File: config.mk
export PLATFORM = sky130hd
export DESIGN_NAME = bcd_converter_flat
export DESIGN_NICKNAME = d
export VERILOG_FILES = /design/src/rtl/bcd_converter_if.sv /design/src/rtl/bcd_converter.sv /design/src/flat_wrapper.sv
export SDC_FILE = /design/constraint.sdc
export NUM_CORES = 1
export LEC_CHECK = 0
export CORE_MARGIN = 1
export CORE_UTILIZATION = 28
export DETAILED_ROUTE_END_ITERATION = 10
export GPL_TIMING_DRIVEN = 0
export PLACE_DENSITY = 0.58
export SLEW_MARGIN = 20
export SYNTH_ARGS = -nofsm -noshare
export SYNTH_HDL_FRONTEND = slang
export SYNTH_SLANG_ARGS = --single-unit
export TNS_END_PERCENT = 100
File: constraint.sdc
create_clock -name clk -period 8.62 [get_ports clk]
set_input_delay 2.586 -clock clk [delete_from_list [all_inputs] [get_ports clk]]
set_output_delay 2.586 -clock clk [all_outputs]
set_load 0.005 [all_outputs]
File: src/rtl/bcd_converter_if.sv
// Handshake and result bundle between the ALU result register and the BCD converter.
interface bcd_converter_if #(
  parameter int BIN_WIDTH = 32,
  parameter int DIGITS    = 8
);
  logic                 start;
  logic [BIN_WIDTH-1:0] bin;
  logic                 busy;
  logic                 done;
  logic [4*DIGITS-1:0]  bcd;
  logic [DIGITS-1:0]    digit_en;
  logic                 overflow;
  logic                 neg;

  modport master (
    output start, bin,
    input  busy, done, bcd, digit_en, overflow, neg
  );

  modport slave (
    input  start, bin,
    output busy, done, bcd, digit_en, overflow, neg
  );
endinterface

File: src/rtl/bcd_converter.sv
// Iterative shift-add-3 binary-to-BCD converter, one input bit per clock.
// Define BCD_CONV_SIGNED_EN to treat bin as two's complement and report the sign on neg.
module bcd_converter #(
  parameter int BIN_WIDTH = 32,
  parameter int DIGITS    = 8
) (
  input  logic           clk,
  input  logic           rst_n,
  bcd_converter_if.slave bus
);

  localparam int DW = 4 * DIGITS;
  localparam int SW = DW + BIN_WIDTH;
  localparam int CW = $clog2(BIN_WIDTH + 1);

  localparam logic [1:0] S_IDLE = 2'd0;
  localparam logic [1:0] S_CONV = 2'd1;
  localparam logic [1:0] S_DONE = 2'd2;

  function automatic logic [63:0] pow10(input int n);
    logic [63:0] r;
    r = 64'd1;
    for (int i = 0; i < n; i++) r = r * 64'd10;
    return r;
  endfunction

  localparam logic [63:0] MAX_VAL = pow10(DIGITS) - 64'd1;

  function automatic logic [DW-1:0] add3(input logic [DW-1:0] w);
    logic [DW-1:0] r;
    r = w;
    for (int i = 0; i < DIGITS; i++) begin
      if (w[4*i +: 4] >= 4'd5) r[4*i +: 4] = w[4*i +: 4] + 4'd3;
    end
    return r;
  endfunction

  // Digit i is significant when it or any more-significant digit is nonzero.
  function automatic logic [DIGITS-1:0] sig_mask(input logic [DW-1:0] w);
    logic [DIGITS-1:0] m;
    logic              any;
    m   = '0;
    any = 1'b0;
    for (int i = DIGITS - 1; i >= 0; i--) begin
      any  = any | (w[4*i +: 4] != 4'd0);
      m[i] = any;
    end
    m[0] = 1'b1;
    return m;
  endfunction

  logic [1:0]           state_q, state_d;
  logic                 busy_q, busy_d;
  logic                 done_q, done_d;
  logic [CW-1:0]        cnt_q, cnt_d;
  logic [BIN_WIDTH-1:0] shift_q, shift_d;
  logic [DW-1:0]        work_q, work_d;
  logic                 ovf_cap_q, ovf_cap_d;
  logic                 neg_cap_q, neg_cap_d;
  logic [DW-1:0]        bcd_q, bcd_d;
  logic [DIGITS-1:0]    den_q, den_d;
  logic                 ovf_q, ovf_d;
  logic                 neg_q, neg_d;

  logic [BIN_WIDTH-1:0] mag;
  logic                 mag_neg;
  logic                 mag_ovf;
  logic [SW-1:0]        shifted;

`ifdef BCD_CONV_SIGNED_EN
  // Negation is done at BIN_WIDTH bits unsigned so the most-negative value keeps its magnitude.
  assign mag_neg = bus.bin[BIN_WIDTH-1];
  assign mag     = mag_neg ? (~bus.bin + {{(BIN_WIDTH-1){1'b0}}, 1'b1}) : bus.bin;
`else
  assign mag_neg = 1'b0;
  assign mag     = bus.bin;
`endif

  assign mag_ovf = {{(64-BIN_WIDTH){1'b0}}, mag} > MAX_VAL;

  // Carry out of the top digit falls off the left, leaving magnitude mod 10^DIGITS.
  assign shifted = {add3(work_q), shift_q} << 1;

  always_comb begin
    state_d   = state_q;
    busy_d    = busy_q;
    done_d    = 1'b0;
    cnt_d     = cnt_q;
    shift_d   = shift_q;
    work_d    = work_q;
    ovf_cap_d = ovf_cap_q;
    neg_cap_d = neg_cap_q;
    bcd_d     = bcd_q;
    den_d     = den_q;
    ovf_d     = ovf_q;
    neg_d     = neg_q;

    case (state_q)
      S_IDLE, S_DONE: begin
        state_d = S_IDLE;
        if (bus.start) begin
          state_d   = S_CONV;
          busy_d    = 1'b1;
          cnt_d     = CW'(BIN_WIDTH);
          shift_d   = mag;
          work_d    = '0;
          ovf_cap_d = mag_ovf;
          neg_cap_d = mag_neg;
        end
      end
      S_CONV: begin
        if (cnt_q != '0) begin
          work_d  = shifted[SW-1:BIN_WIDTH];
          shift_d = shifted[BIN_WIDTH-1:0];
          cnt_d   = cnt_q - CW'(1);
        end else begin
          state_d = S_DONE;
          busy_d  = 1'b0;
          done_d  = 1'b1;
          bcd_d   = work_q;
          den_d   = ovf_cap_q ? {DIGITS{1'b1}} : sig_mask(work_q);
          ovf_d   = ovf_cap_q;
          neg_d   = neg_cap_q;
        end
      end
      default: state_d = S_IDLE;
    endcase
  end

  // Control and output registers
  always_ff @(posedge clk or negedge rst_n) begin
    if (!rst_n) begin
      state_q <= S_IDLE;
      busy_q  <= 1'b0;
      done_q  <= 1'b0;
      cnt_q   <= '0;
      bcd_q   <= '0;
      den_q   <= {{(DIGITS-1){1'b0}}, 1'b1};
      ovf_q   <= 1'b0;
      neg_q   <= 1'b0;
    end else begin
      state_q <= state_d;
      busy_q  <= busy_d;
      done_q  <= done_d;
      cnt_q   <= cnt_d;
      bcd_q   <= bcd_d;
      den_q   <= den_d;
      ovf_q   <= ovf_d;
      neg_q   <= neg_d;
    end
  end

  // Working datapath: always loaded at capture before use
  always_ff @(posedge clk) begin
    shift_q   <= shift_d;
    work_q    <= work_d;
    ovf_cap_q <= ovf_cap_d;
    neg_cap_q <= neg_cap_d;
  end

  assign bus.busy     = busy_q;
  assign bus.done     = done_q;
  assign bus.bcd      = bcd_q;
  assign bus.digit_en = den_q;
  assign bus.overflow = ovf_q;
`ifdef BCD_CONV_SIGNED_EN
  assign bus.neg      = neg_q;
`else
  assign bus.neg      = 1'b0;
`endif

endmodule

File: src/flat_wrapper.sv
// flat-port wrapper written by rule: the top's interface ports become plain ports
module bcd_converter_flat 
#(
  parameter int BIN_WIDTH = 32,
  parameter int DIGITS    = 8
)
  (clk, rst_n, bus_start, bus_bin, bus_busy, bus_done, bus_bcd, bus_digit_en, bus_overflow, bus_neg);
  bcd_converter_if #(.BIN_WIDTH(BIN_WIDTH), .DIGITS(DIGITS)) bus_i ();
  input  logic clk;
  input  logic rst_n;
  input wire logic [$bits(bus_i.start)-1:0] bus_start;
  input wire logic [$bits(bus_i.bin)-1:0] bus_bin;
  output wire logic [$bits(bus_i.busy)-1:0] bus_busy;
  output wire logic [$bits(bus_i.done)-1:0] bus_done;
  output wire logic [$bits(bus_i.bcd)-1:0] bus_bcd;
  output wire logic [$bits(bus_i.digit_en)-1:0] bus_digit_en;
  output wire logic [$bits(bus_i.overflow)-1:0] bus_overflow;
  output wire logic [$bits(bus_i.neg)-1:0] bus_neg;
  assign bus_i.start = bus_start;
  assign bus_i.bin = bus_bin;
  assign bus_busy = bus_i.busy;
  assign bus_done = bus_i.done;
  assign bus_bcd = bus_i.bcd;
  assign bus_digit_en = bus_i.digit_en;
  assign bus_overflow = bus_i.overflow;
  assign bus_neg = bus_i.neg;
  bcd_converter #(.BIN_WIDTH(BIN_WIDTH), .DIGITS(DIGITS)) u_core (.clk(clk), .rst_n(rst_n), .bus(bus_i));
endmodule
==> summary.md <==
| Metric | Value |
|---|---|
| Status | `complete, no violations` |
| Fin worst setup slack | `4.69 ns` |
| Stages on worst setup path | `1` |
| Area of the mapped netlist | `approximately 5400 sq um` |
| Cell area after layout | `7050 sq um` |
| Worst rel slew slack | `56.8%` |
| Clock network latency to the later pin of the worst-skew pair | `0.43 ns` |
| Layout Skew | `0.0261 ns` |
| Cell with the largest stage delay on the worst path | `clkdlybuf4s50_1` |
| Max-cap violations | `0` |
| Initial core utilization | `28.7%` |
| Critical path endpoint category | `primary output` |
| I/O pin count | `about 80` |
| Most frequent cells in the layout | `nand2_1, clkdlybuf4s50_1, edfxtp_1` |
| Clock slew at reported path FFs | `0.05 ns` |
| Worst EP required | `between 6 and 7 ns` |
| Area after DPL | `6440 sq um` |
| Minimum clock period after layout | `3.93 ns` |
| Total negative slack for setup checks | `0 ns` |
| Number of filler cells placed in the layout | `1813` |
| Number of vias after detailed routing | `a little under 4000` |
| Number of design-rule violations left by the first detailed-router iteration | `178` |
| Share of final-layout standard cells stronger than drive strength 1 | `7.32%` |
| Largest fanout on the critical path | `2` |
| Number of DRC violations after detailed routing | `0` |
| Total count of hold-check failures in the final report | `0` |
| Max incr delay on CP | `~0.55 ns` |
| DPL Wire Length | `a little under 9000 um` |
| Global placement routability congestion | `0.816` |
| Maximum number of pins on one net before global-route repair | `51` |
| Grt total ovfl | `0` |
| DR vias/cell | `4.53` |
| Ratio of total power to cell area | `404 nW/um^2` |
| Count of endpoints failing setup in the final report | `0` |
| Total detailed-routing wirelength | `12200 um` |
| Core Footprint | `around 19000 sq um` |
| CTS tree | `built` |
| Reported leakage power | `3.07 nW` |
| Post-route worst hold slack | `approximately 0.47 ns` |
| Depth of the worst hold-timing path | `2` |
| Post-cts hold buffer count | `0` |
| Unrepaired setup endpoints after global routing | `no` |
| WL/cell | `13.9 um` |
| Initial antenna violation count | `0` |
| Sink Count | `115` |
| Syn-to-layout area delta | `31.5%` |
| Via count of the first global-routing pass | `4072` |
| First-pass GRT wire length | `between 20000 and 25000 um` |
| Count of warnings emitted by yosys | `0` |
| Antenna cell count | `0` |
| Post-CTS sizing | `0` |
| Type of the worst setup path | `register to primary output` |
| Area enclosed by the die boundary | `19700 sq um` |
| Category of cells accounting for the largest share of critical-path delay | `buffers and inverters` |
| Cell Chain, Critical Path | `clkdlybuf4s50_1` |
| Total global-route track usage | `13.4%` |
| Die height | `between 100 and 150 um` |
| Cells on worst reg2reg path | `6` |
| Sum of buffers and inverters on the critical path | `1` |
| Final cycle utilization of the critical path | `45.6%` |
| Path type of the worst min-delay path | `register to register` |
| Clock buffer count from CTS | `17` |
| Detailed-routing iteration count for the pre-antenna-repair pass | `4` |
| Syn nets | `593` |
| Register area share after synthesis | `about three fifths` |
| Critical Path AT | `1.34 ns` |
| Number of post-CTS setup repair buffers | `0` |
| Worst-Margin Slew | `about 0.65 ns` |
| Number of nets still failing antenna checks after routing | `0` |
| Horiz. Die Dim | `140 um` |
| Synth Register Bits | `115` |
| H-tree lvl count | `4` |
| Count of pins over their slew limit | `0` |
| Net count, final | `689` |
| Pre-CTS worst setup slack | `4.27 ns` |
| Unique masters post-synth | `35` |
| Most common cell after layout, fill and taps aside | `nand2_1` |
| Setup crit start kind | `register` |
| Mean post-synth cell area | `10.1 sq um` |
| IR drop worst, VDD | `roughly 180 uV` |
| Number of instances in the synthesized netlist | `533` |
| Fmax | `255 MHz` |
| Largest buffer count on any clock path | `2` |
| Count of input and output buffers | `76` |
| CTS root buf | `clkbuf_16` |
| Number of cell rows | `50` |
-- worst reg2reg max path, cell delays in order, from the launching register on --
cell and delay, ns:
dfrtp_1 0.40, inv_1 0.11, ha_1 0.19, nor3b_4 0.26
a21o_1 0.30, nand2_4 0.30, buf_12 0.30
-- sequential cells by signal (all words and copies together), names as in the netlist --
register / flops
u_core.bus.bcd: 32
u_core.bus.busy: 1
u_core.bus.digit_en: 7
u_core.bus.done: 1
u_core.bus.overflow: 1
u_core.cnt_q: 6
u_core.ovf_cap_q: 1
u_core.shift_q: 32
u_core.state_q: 2
u_core.work_q: 32
-- worst paths after layout --
path                                               end  slack [ns]              startpoint
min in group asynchronous           u_core.bus.bcd[10]        2.19                   rst_n
worst min-delay path            u_core.bus.digit_en[4]        0.47  u_core.bus.digit_en[4]
worst min register to register  u_core.bus.digit_en[4]        0.47  u_core.bus.digit_en[4]
worst max register to register       u_core.work_q[18]        6.45         u_core.cnt_q[0]
worst max-delay path                      bus_overflow        4.69     u_core.bus.overflow
max in group asynchronous           u_core.bus.bcd[27]        5.98                   rst_n
-- final cells by class --
cell class | instances | area, sq um | share of cell area [%]
tap | 234 | 293 | 4.15
multi-input combinational | 375 | 1980 | 28.0
clock inverter | 8 | 95.1 | 1.35
timing repair buffer | 77 | 778 | 11.0
sequential | 115 | 3200 | 45.4
inverter | 22 | 82.6 | 1.17
buffer | 21 | 106 | 1.51
clock buffer | 24 | 513 | 7.28
-- synthesized netlist by cell type (all sizes together) --
| master | instances | area, sq um |
|---|---|---|
| a211oi | 8 | 60.1 |
| a21o | 2 | 15.0 |
| a21oi | 21 | 105 |
| and2 | 2 | 12.5 |
| and3 | 1 | 6.26 |
| buf | 12 | 72.6 |
| clkbuf | 9 | 33.8 |
| conb | 2 | 7.51 |
| dfrtp | 50 | 1250 |
| edfxtp | 65 | 1950 |
| ha | 25 | 313 |
| inv | 22 | 82.6 |
| mux2i | 1 | 10.0 |
| nand2 | 192 | 721 |
| nand2b | 10 | 62.6 |
| nand3 | 3 | 20.0 |
| nand4 | 4 | 25.0 |
| nand4b | 1 | 8.76 |
| nor2 | 29 | 109 |
| nor2b | 8 | 50.1 |
| nor3 | 10 | 50.1 |
| nor3b | 4 | 41.3 |
| nor4 | 2 | 12.5 |
| nor4b | 2 | 30.0 |
| o211ai | 2 | 15.0 |
| o21ai | 28 | 140 |
| o31ai | 2 | 15.0 |
| xnor2 | 8 | 70.1 |
| xor2 | 8 | 70.1 |
-- routing by layer --
layer | part of all wire (%) | vias up | track usage (%)
met5 | 0 | - | 0
met4 | 1.4 | 0 | 6.42
met3 | 5.0 | 15 | 4.03
met2 | 47 | 111 | 21.2
met1 | 47 | 1883 | 16.8
li1 | - | 1961 | -
-- metrics by stage --
stage                     instances  util (%)  power [W]
final                           876      37.7    0.00285
after global routing            876      37.7    0.00307
after CTS                       876      37.7    0.00289
after detailed placement        844      34.4    0.00216
after global placement          843      34.3    0.00210
after floorplan                 533         -    0.00172
-- logic make-up (layout without fill, tap and decap cells) --
family / after synthesis / count (layout) / synth area share, %
xor gates and xnor gates: 16 / 16 / 2.61
AOI/OAI and AO/OA: 63 / 63 / 6.53
other: 2 / 2 / 0.140
DFF: 115 / 115 / 59.7
muxes: 1 / 1 / 0.187
buffers and inverters: 43 / 152 / 3.52
and+or+nand+nor: 268 / 268 / 21.4
adders and majority gates: 25 / 25 / 5.83
-- where the power goes --
group	switching (W)	total (W)	internal, W
clock network	0.000243	0.000714	0.000471
logic	0.000567	0.00101	0.000447
registers	0.000167	0.00112	0.000954
total	0.000978	0.00285	0.00187
Power figures use the tool's default switching activity.
